`src/rtl/debug_unit.sv`:
```
// -----------------------------------------------------------------------------
// debug_unit
//   UART-side control block in front of the MIPS pipeline. It decodes the
//   received byte stream into program loads and run/step commands, writes
//   program words into instruction memory, gates the pipeline clock-enable and
//   reports the PC (and optionally an enabled-cycle count) over the UART
//   transmitter.
//
//   Commands received in IDLE:
//     'L' (8'h4C)  load: next byte N = word count (0 means 256), then 4*N bytes,
//                  each word big-endian (first byte is the MSB)
//     'C' (8'h43)  run until the pipeline reports halt, then report
//     'S' (8'h53)  single step, then report
//
// Ports
//   clk, reset   system clock, asynchronous active-high reset
//   rx_done      1-cycle strobe, rx_data valid
//   rx_data      received byte
//   tx_done      1-cycle strobe, transmitter finished the last byte
//   tx_start     1-cycle strobe, send tx_data
//   tx_data      byte to transmit
//   halt         pipeline retired HALT
//   pc_value     current pipeline PC
//   mips_enable  pipeline clock-enable
//   mips_reset   pipeline reset request (held from reset until the first
//                command byte, held while waiting for the load length, and
//                pulsed for one cycle after a load completes)
//   imem_wr_en   instruction memory write strobe
//   imem_addr    instruction memory word address
//   imem_data    instruction memory write word
//
// Configuration
//   DEBUG_UNIT_CYCLE_COUNT_EN  when defined, a 32-bit counter of enabled
//   pipeline cycles is kept (cleared by a completed load) and each report is
//   8 bytes: PC then count, both MSB first. Otherwise reports are 4 PC bytes.
// -----------------------------------------------------------------------------
module debug_unit #(
    parameter int LEN        = 32,
    parameter int NB_DATA    = 8,
    parameter int IMEM_DEPTH = 256,
    parameter int ADDR_W     = $clog2(IMEM_DEPTH)
) (
    input  logic               clk,
    input  logic               reset,
    input  logic               rx_done,
    input  logic [NB_DATA-1:0] rx_data,
    input  logic               tx_done,
    output logic               tx_start,
    output logic [NB_DATA-1:0] tx_data,
    input  logic               halt,
    input  logic [LEN-1:0]     pc_value,
    output logic               mips_enable,
    output logic               mips_reset,
    output logic               imem_wr_en,
    output logic [ADDR_W-1:0]  imem_addr,
    output logic [LEN-1:0]     imem_data
);

    localparam int BYTES_PER_WORD = LEN / NB_DATA;
    localparam int CNT_W          = NB_DATA + 1;
    localparam int BCNT_W         = 4;
`ifdef DEBUG_UNIT_CYCLE_COUNT_EN
    localparam int CYC_W          = 32;
    localparam int TX_BYTES       = BYTES_PER_WORD + CYC_W / NB_DATA;
`else
    localparam int TX_BYTES       = BYTES_PER_WORD;
`endif
    localparam int REPORT_W       = TX_BYTES * NB_DATA;

    localparam logic [NB_DATA-1:0] CMD_LOAD = NB_DATA'(8'h4C);
    localparam logic [NB_DATA-1:0] CMD_RUN  = NB_DATA'(8'h43);
    localparam logic [NB_DATA-1:0] CMD_STEP = NB_DATA'(8'h53);

    typedef enum logic [2:0] {
        IDLE,
        LOAD_LEN,
        LOAD_BYTES,
        WRITE,
        RUN,
        STEP,
        SEND,
        WAIT_TX
    } state_t;

    state_t state, state_next;

    logic [LEN-1:0]    word_sr;
    logic [BCNT_W-1:0] byte_cnt;
    logic [CNT_W-1:0]  word_cnt;
    logic [CNT_W-1:0]  word_total;
    logic              boot_hold;
    logic              load_pulse;
    logic              rx_ok;
    logic              last_word;
    logic              last_byte;
    logic [REPORT_W-1:0] report;

    // A transmitter completion wins over a coincident received byte.
    assign rx_ok     = rx_done & ~tx_done;
    assign last_word = (word_cnt + CNT_W'(1)) == word_total;
    assign last_byte = byte_cnt == BCNT_W'(BYTES_PER_WORD - 1);

`ifdef DEBUG_UNIT_CYCLE_COUNT_EN
    logic [CYC_W-1:0] cycle_cnt;
    assign report = {pc_value, cycle_cnt};
`else
    assign report = pc_value;
`endif

    always_ff @(posedge clk or posedge reset) begin
        if (reset) begin
            state <= IDLE;
        end else begin
            state <= state_next;
        end
    end

    always_comb begin
        state_next  = state;
        mips_enable = 1'b0;
        tx_start    = 1'b0;
        imem_wr_en  = 1'b0;
        case (state)
            IDLE: begin
                if (rx_ok) begin
                    if (rx_data == CMD_LOAD) begin
                        state_next = LOAD_LEN;
                    end else if (rx_data == CMD_RUN) begin
                        state_next = RUN;
                    end else if (rx_data == CMD_STEP) begin
                        state_next = STEP;
                    end
                end
            end
            LOAD_LEN: begin
                if (rx_ok) begin
                    state_next = LOAD_BYTES;
                end
            end
            LOAD_BYTES: begin
                if (rx_ok && last_byte) begin
                    state_next = WRITE;
                end
            end
            WRITE: begin
                imem_wr_en = 1'b1;
                state_next = last_word ? IDLE : LOAD_BYTES;
            end
            RUN: begin
                // halt gates the enable in the same cycle it is seen
                if (halt) begin
                    state_next = SEND;
                end else begin
                    mips_enable = 1'b1;
                end
            end
            STEP: begin
                mips_enable = ~halt;
                state_next  = SEND;
            end
            SEND: begin
                tx_start   = 1'b1;
                state_next = WAIT_TX;
            end
            WAIT_TX: begin
                if (tx_done) begin
                    state_next = (byte_cnt == BCNT_W'(TX_BYTES - 1)) ? IDLE : SEND;
                end
            end
            default: state_next = IDLE;
        endcase
    end

    // Report byte selection: byte_cnt counts bytes already sent, MSB first.
    always_comb begin
        tx_data = '0;
        if (state == SEND || state == WAIT_TX) begin
            for (int i = 0; i < TX_BYTES; i++) begin
                if (byte_cnt == BCNT_W'(i)) begin
                    tx_data = report[(TX_BYTES - 1 - i) * NB_DATA +: NB_DATA];
                end
            end
        end
    end

    assign mips_reset = boot_hold | load_pulse | (state == LOAD_LEN);
    assign imem_addr  = ADDR_W'(word_cnt);
    assign imem_data  = word_sr;

    // Datapath: word assembly, load/report counters and the reset-request flags.
    always_ff @(posedge clk or posedge reset) begin
        if (reset) begin
            word_sr    <= '0;
            byte_cnt   <= '0;
            word_cnt   <= '0;
            word_total <= '0;
            boot_hold  <= 1'b1;
            load_pulse <= 1'b0;
        end else begin
            load_pulse <= 1'b0;
            case (state)
                IDLE: begin
                    if (rx_ok) begin
                        boot_hold <= 1'b0;
                    end
                end
                LOAD_LEN: begin
                    if (rx_ok) begin
                        word_total <= (rx_data == '0) ? {1'b1, {NB_DATA{1'b0}}}
                                                      : {1'b0, rx_data};
                        word_cnt   <= '0;
                        byte_cnt   <= '0;
                    end
                end
                LOAD_BYTES: begin
                    if (rx_ok) begin
                        word_sr  <= {word_sr[LEN-NB_DATA-1:0], rx_data};
                        byte_cnt <= last_byte ? '0 : byte_cnt + BCNT_W'(1);
                    end
                end
                WRITE: begin
                    word_cnt <= word_cnt + CNT_W'(1);
                    if (last_word) begin
                        load_pulse <= 1'b1;
                    end
                end
                RUN, STEP: begin
                    byte_cnt <= '0;
                end
                WAIT_TX: begin
                    if (tx_done) begin
                        byte_cnt <= byte_cnt + BCNT_W'(1);
                    end
                end
                default: ;
            endcase
        end
    end

`ifdef DEBUG_UNIT_CYCLE_COUNT_EN
    // Enabled-cycle counter, restarted whenever a new program finishes loading.
    always_ff @(posedge clk or posedge reset) begin
        if (reset) begin
            cycle_cnt <= '0;
        end else if (state == WRITE && last_word) begin
            cycle_cnt <= '0;
        end else if (mips_enable) begin
            cycle_cnt <= cycle_cnt + CYC_W'(1);
        end
    end
`endif

endmodule

```
`config.mk`:
```
export PLATFORM = sky130hd
export DESIGN_NAME = debug_unit
export DESIGN_NICKNAME = d
export VERILOG_FILES = /design/src/rtl/debug_unit.sv
export SDC_FILE = /design/constraint.sdc
export NUM_CORES = 1
export LEC_CHECK = 0
export CAP_MARGIN = 10
export CELL_PAD_IN_SITES_DETAIL_PLACEMENT = 1
export CELL_PAD_IN_SITES_GLOBAL_PLACEMENT = 1
export CORE_ASPECT_RATIO = 1.4
export CORE_MARGIN = 4
export CORE_UTILIZATION = 36
export DETAILED_ROUTE_END_ITERATION = 12
export GPL_TIMING_DRIVEN = 1
export PLACE_DENSITY_LB_ADDON = 0.1
export SYNTH_ARGS = -nofsm -noshare
export SYNTH_HDL_FRONTEND = slang
export SYNTH_SLANG_ARGS = --single-unit
```
`constraint.sdc`:
```
create_clock -name clk -period 2.41 [get_ports clk]
set_input_delay 0.482 -clock clk [delete_from_list [all_inputs] [get_ports clk]]
set_output_delay 0.482 -clock clk [all_outputs]
set_load 0.02 [all_outputs]
```
==> After elaboration in Yosys (flattened, before gate mapping) <==
Cells that the tools add are included.
{ "word_totals": {"out_inout_bits": 52, "input_bits": 45, "ff_bits": 59, "elab_cells": 79} }
{ "classes": {"bitwise": 5, "n_mux": 30, "addsub": 2, "n_reduce_logical": 14, "n_eq_ne": 21} }
{ "ops": {"columns": ["cell", "n"], "rows": [
  ["2-to-1 mux 8 bit", 5],
  ["2-to-1 mux 3 bit", 9],
  ["equality test 8 x 7 -> 1 bit, second input constant", 3],
  ["case mux 3 bit (8 select lines)", 1],
  ["2-to-1 mux 9 bit", 2],
  ["case mux 9 bit (2 select lines)", 1],
  ["2-to-1 mux 4 bit", 4],
  ["case mux 4 bit (4 select lines)", 1],
  ["equality test 3 bit, second input constant", 4],
  ["inequality test 2 bit, second input constant", 6],
  ["adder 9 x 1 -> 9 bit, second input constant", 1],
  ["equality test 9 bit", 1],
  ["equality test 4 x 2 -> 1 bit, second input constant", 2],
  ["zero test 8 bit", 1],
  ["AND reduction 2 bit", 4],
  ["equality test 3 x 2 -> 1 bit, second input constant", 2],
  ["AND reduction 6 bit", 1],
  ["2-to-1 mux 1 bit", 5],
  ["adder 4 x 1 -> 4 bit, second input constant", 1],
  ["equality test 4 x 1 -> 1 bit, second input constant", 1],
  ["zero test 4 bit", 1],
  ["inequality test 4 bit, second input constant", 1],
  ["AND reduction 4 bit", 1],
  ["nonzero test 4 bit", 1],
  ["other kinds (11)", 13]
]} }

==> Longest topological paths before layout <==
{ "logic_depth": {"depth_word": 6, "depth_mapped": 9, "mapped_depth_nobuf": 7} }

==> Least setup slack after synthesis <==
Ideal clock, no wire load.
{ "synth_timing": {"path_kind": "reg-to-output", "start": "register byte_cnt[1]", "end": "output tx_data[6]", "n_path_buf": 2, "stages_incl_launch_ff": 10, "slack_ps": 216, "arrival_ps": 1712, "t_required_ps": 1928, "cell_sequence": "dfrtp_1 -> inv_1 -> ha_1 -> clkbuf_1 -> nor2b_1 -> clkbuf_1 -> a221oi_1 -> nor3_1 -> a21oi_1 -> nor2_1"} }
{ "synth_between": {"elab_chain_len": 6, "word_cells_on_any_way": 9, "cone_classes": "eq/ne: 3; mux: 5; reduce/logical: 1"} }
{ "synth_rtl": {"columns": ["item", "line", "source"], "rows": [
  ["from (decl)", "88", "logic [BCNT_W-1:0] byte_cnt;"],
  ["from (signal assigned)", "218", "byte_cnt <= last_byte ? '0 : byte_cnt + BCNT_W'(1);"],
  ["from (signal assigned)", "232", "byte_cnt <= byte_cnt + BCNT_W'(1);"],
  ["zero test 4 bit", "179", "if (byte_cnt == BCNT_W'(i)) begin"],
  ["2-to-1 mux 8 bit (3 in series)", "179", null],
  ["2-to-1 mux 8 bit *", "179", null],
  ["2-to-1 mux 8 bit *", "177", "if (state == SEND || state == WAIT_TX) begin"],
  ["to (decl)", "49", "output logic [NB_DATA-1:0] tx_data,"]
]} }
Mark *: on every way between the ends. The rest lies on a longest branch, timed or not.

==> Final worst setup path <==
{ "layout_timing": {"start": "register byte_cnt[0]", "end": "output tx_data[1]"} }
The elaborated chain is that of the path after synthesis.

==> flow_summary.json <==
{
  "fin_util_pct": 55.52,
  "worstSkewPairLatency_ps": 320,
  "syn_area_mm2": 0.003193,
  "synth_top_area_cell": "dfrtp_1",
  "wl_per_cell_um": 17.42,
  "track_usage_pct": 18.02,
  "cp_max_fo": 8,
  "routed-via-count": 2741,
  "ys_warn_count": 0,
  "overflow": 0,
  "synth_compound_area_share_pct": 14.03,
  "via_per_inst": 5.241,
  "pwr_density_cell_mw_per_mm2": 1291,
  "critPathRequiredTime_ps": 1930,
  "peakVddDrop_v": 0.0007579,
  "first_global_vias": 3042,
  "slew_headroom_pct": 58.96,
  "nets": 464,
  "synth_edf_count": 0,
  "synth.area.mux_share_pct": 14.11,
  "drc": 0,
  "finalSetupViolCount": 0,
  "drv_cap": 0,
  "cts.clk_slew.worst_paths_ps": 50,
  "path_cells": "ha_2, buf_4, a221oi_2, nor3_2, a21oi_1, nor2_1, buf_2",
  "place.gp.congestion": 0.7272,
  "worstHoldPathType": "flop to flop",
  "synth.area.top_cells": "dfrtp_1, mux2_2, o21ai_0",
  "p_leak_nw": 2.022,
  "crit_path_end_kind": "primary output",
  "cts.sinks": 59,
  "rsz0062_at_grt": "yes",
  "root_buffer": "clkbuf_16",
  "drt_iter0_drc": 78,
  "cpPeakStageDelay_ps": 400,
  "numCtsBuffers": 9,
  "synthSimpleGateAreaFrac_pct": 15.24,
  "tritoncts": "done",
  "ys_ff_latch": 59,
  "drt_pass1_iterations": 4,
  "min_period_over_period_pct": 98.13,
  "cpMaxStageDelayCell": "dfrtp_1",
  "worst_hold_slack_ps": 493.6,
  "finalWirelength_um": 9110,
  "avgSynthCellArea_um2": 10.43,
  "synth_most_common_cell": "dfrtp_1",
  "cp_num_buf_inv": 2,
  "synth_ff_type": "dfrtp_1",
  "synth_top_area_share_pct": 45.45,
  "critPathArrivalTime_ps": 1880,
  "max_slew.worst_pin.slew_ps": 614.7,
  "n_antenna_cell": 0,
  "fmax_mhz": 422.8,
  "initial_core_util_pct": 37.09,
  "grt_max_degree": 33,
  "ioPinCount": 97,
  "grt_pass1_wl_um": 15040,
  "htree_levels": 3,
  "finClkSkew_ps": 4.101,
  "die_x_um": 87.60,
  "core-area_mm2": 0.008608,
  "cp_top_family": "compound AO/OA/AOI/OAI gates",
  "drive_gt1_share_pct": 27.51,
  "cts.path.max_buffers": 2,
  "fin_tns_setup_ps": 0,
  "synthArstFlopShare_pct": 100.0,
  "syn-instance-count": 306,
  "syn_to_final_growth_pct": 49.69,
  "row_count": 40,
  "drtAntennaViolNets": 0,
  "hold_viol": 0,
  "maxSlewViolCount": 0,
  "power.total_mw": 6.171,
  "syn_nets": 356,
  "synth_top_family_by_area": "simple AND/OR/NAND/NOR gates",
  "criticalPathCategory": "flop to primary output",
  "die_y_um": 119.4,
  "synth_cell_types": 47,
  "cp-start-kind": "flop",
  "synth_fa_ha_area_share_pct": 1.959,
  "port_buffers": 96,
  "status": "finished clean",
  "seq_area_frac_synth_pct": 46.28,
  "yosys.area_share.xor_xnor_pct": 3.292,
  "dp_hpwl_um": 6608,
  "ctsHoldBuffers": 0,
  "antenna_found_initial": 0,
  "synthTopCellsByCount": "dfrtp_1, mux2_2, nor2_1, o21ai_0, nand2_1",
  "die-area_mm2": 0.01046,
  "fin_crit_ps": 2365
}
[repair_timing]
action | 4_1_cts | 5_1_grt
pin swaps | 0 | 6
setup endpoints to repair | 8 | 10
resized for setup | 34 | 28
cloned | 0 | 0
buffers inserted | 1 | 4
[placed cells by master, fill, tap and decap left out, types with 5 or more instances in the layout]
master | netlist | final
clkdlybuf4s50_1 | 0 | 85
dfrtp_1 | 58 | 58
mux2_2 | 40 | 40
buf_4 | 8 | 28
nor2_1 | 20 | 20
o21ai_0 | 18 | 18
nand2_1 | 15 | 15
nor2b_1 | 14 | 13
a21oi_1 | 13 | 13
xnor2_1 | 9 | 9
nor3_1 | 12 | 9
clkbuf_16 | 0 | 9
nand3_1 | 7 | 7
inv_1 | 10 | 7
a221oi_2 | 1 | 6
clkbuf_8 | 0 | 5
[registers in the layout, indices dropped and copies added, names as in the netlist]
name        flops
byte_cnt        4
word_total      9
load_pulse      1
state           3
word_cnt        9
imem_data      32
boot_hold       1
[through the flow]
step	instances	setup WS, ps	instance area [um2]
after global routing	523	-62.84	4780
after detailed placement	503	-289.6	4343
after floorplan	306	216.0	3193
after global placement	503	-215.2	4343
after CTS	519	-10.77	4679
final	523	45.05	4780
[final timing paths]
path | cells past startpoint | from | slack, ps | to
min in group asynchronous | 2 | reset | 560 | word_cnt[0]$_DFFE_PP0P_
min reg2reg | 1 | boot_hold$_DFFE_PP1P_ | 490 | boot_hold$_DFFE_PP1P_
max in group asynchronous | 3 | reset | 1260 | imem_data[30]$_DFFE_PP0P_
min | 1 | boot_hold$_DFFE_PP1P_ | 490 | boot_hold$_DFFE_PP1P_
max | 7 | byte_cnt[0]$_DFFE_PP0P_ | 50 | tx_data[1]
max reg2reg | 5 | word_cnt[2]$_DFFE_PP0P_ | 300 | state[1]$_DFFE_PP0P_
[metal layers]
| metal | part of all wire [%] | track usage (%) |
|---|---|---|
| met1 | 40 | 20.22 |
| met2 | 52 | 31.93 |
| met3 | 6.5 | 5.329 |
| met4 | 1.2 | 5.758 |
| met5 | 0 | 0 |
[layout make-up]
type,instances,area (um2)
flip-flops and latches,59,1478
inverters,10,37.54
fillers,934,3829
clock buffers,14,294.0
multi-input cells,212,1669
repair buffers,122,1165
well taps,105,131.4
clock inverters,1,5.005
[worst register-to-register path: stages, from the launching register on]
cell and delay [ps]:
dfrtp_1 500, nand3_4 200, o21a_1 250, or4b_4 530, a2111oi_4 430, a221oi_2 60
[where the power goes]
group | internal, mW | total, mW | switching (mW) | leakage [nW]
Clock | 0.827 | 1.24 | 0.415 | 0.151
Combinational | 1.62 | 3.18 | 1.56 | 1.13
Sequential | 1.41 | 1.75 | 0.336 | 0.738
[cell families (layout without fill, tap and decap cells)]
logic type,after synthesis,count (layout)
compound gates,64,64
fa+ha+maj,5,5
buf+inv,35,147
xor+xnor,12,12
flops,59,59
mux,40,40
simple gates,91,91
Power figures use the tool's default switching activity.
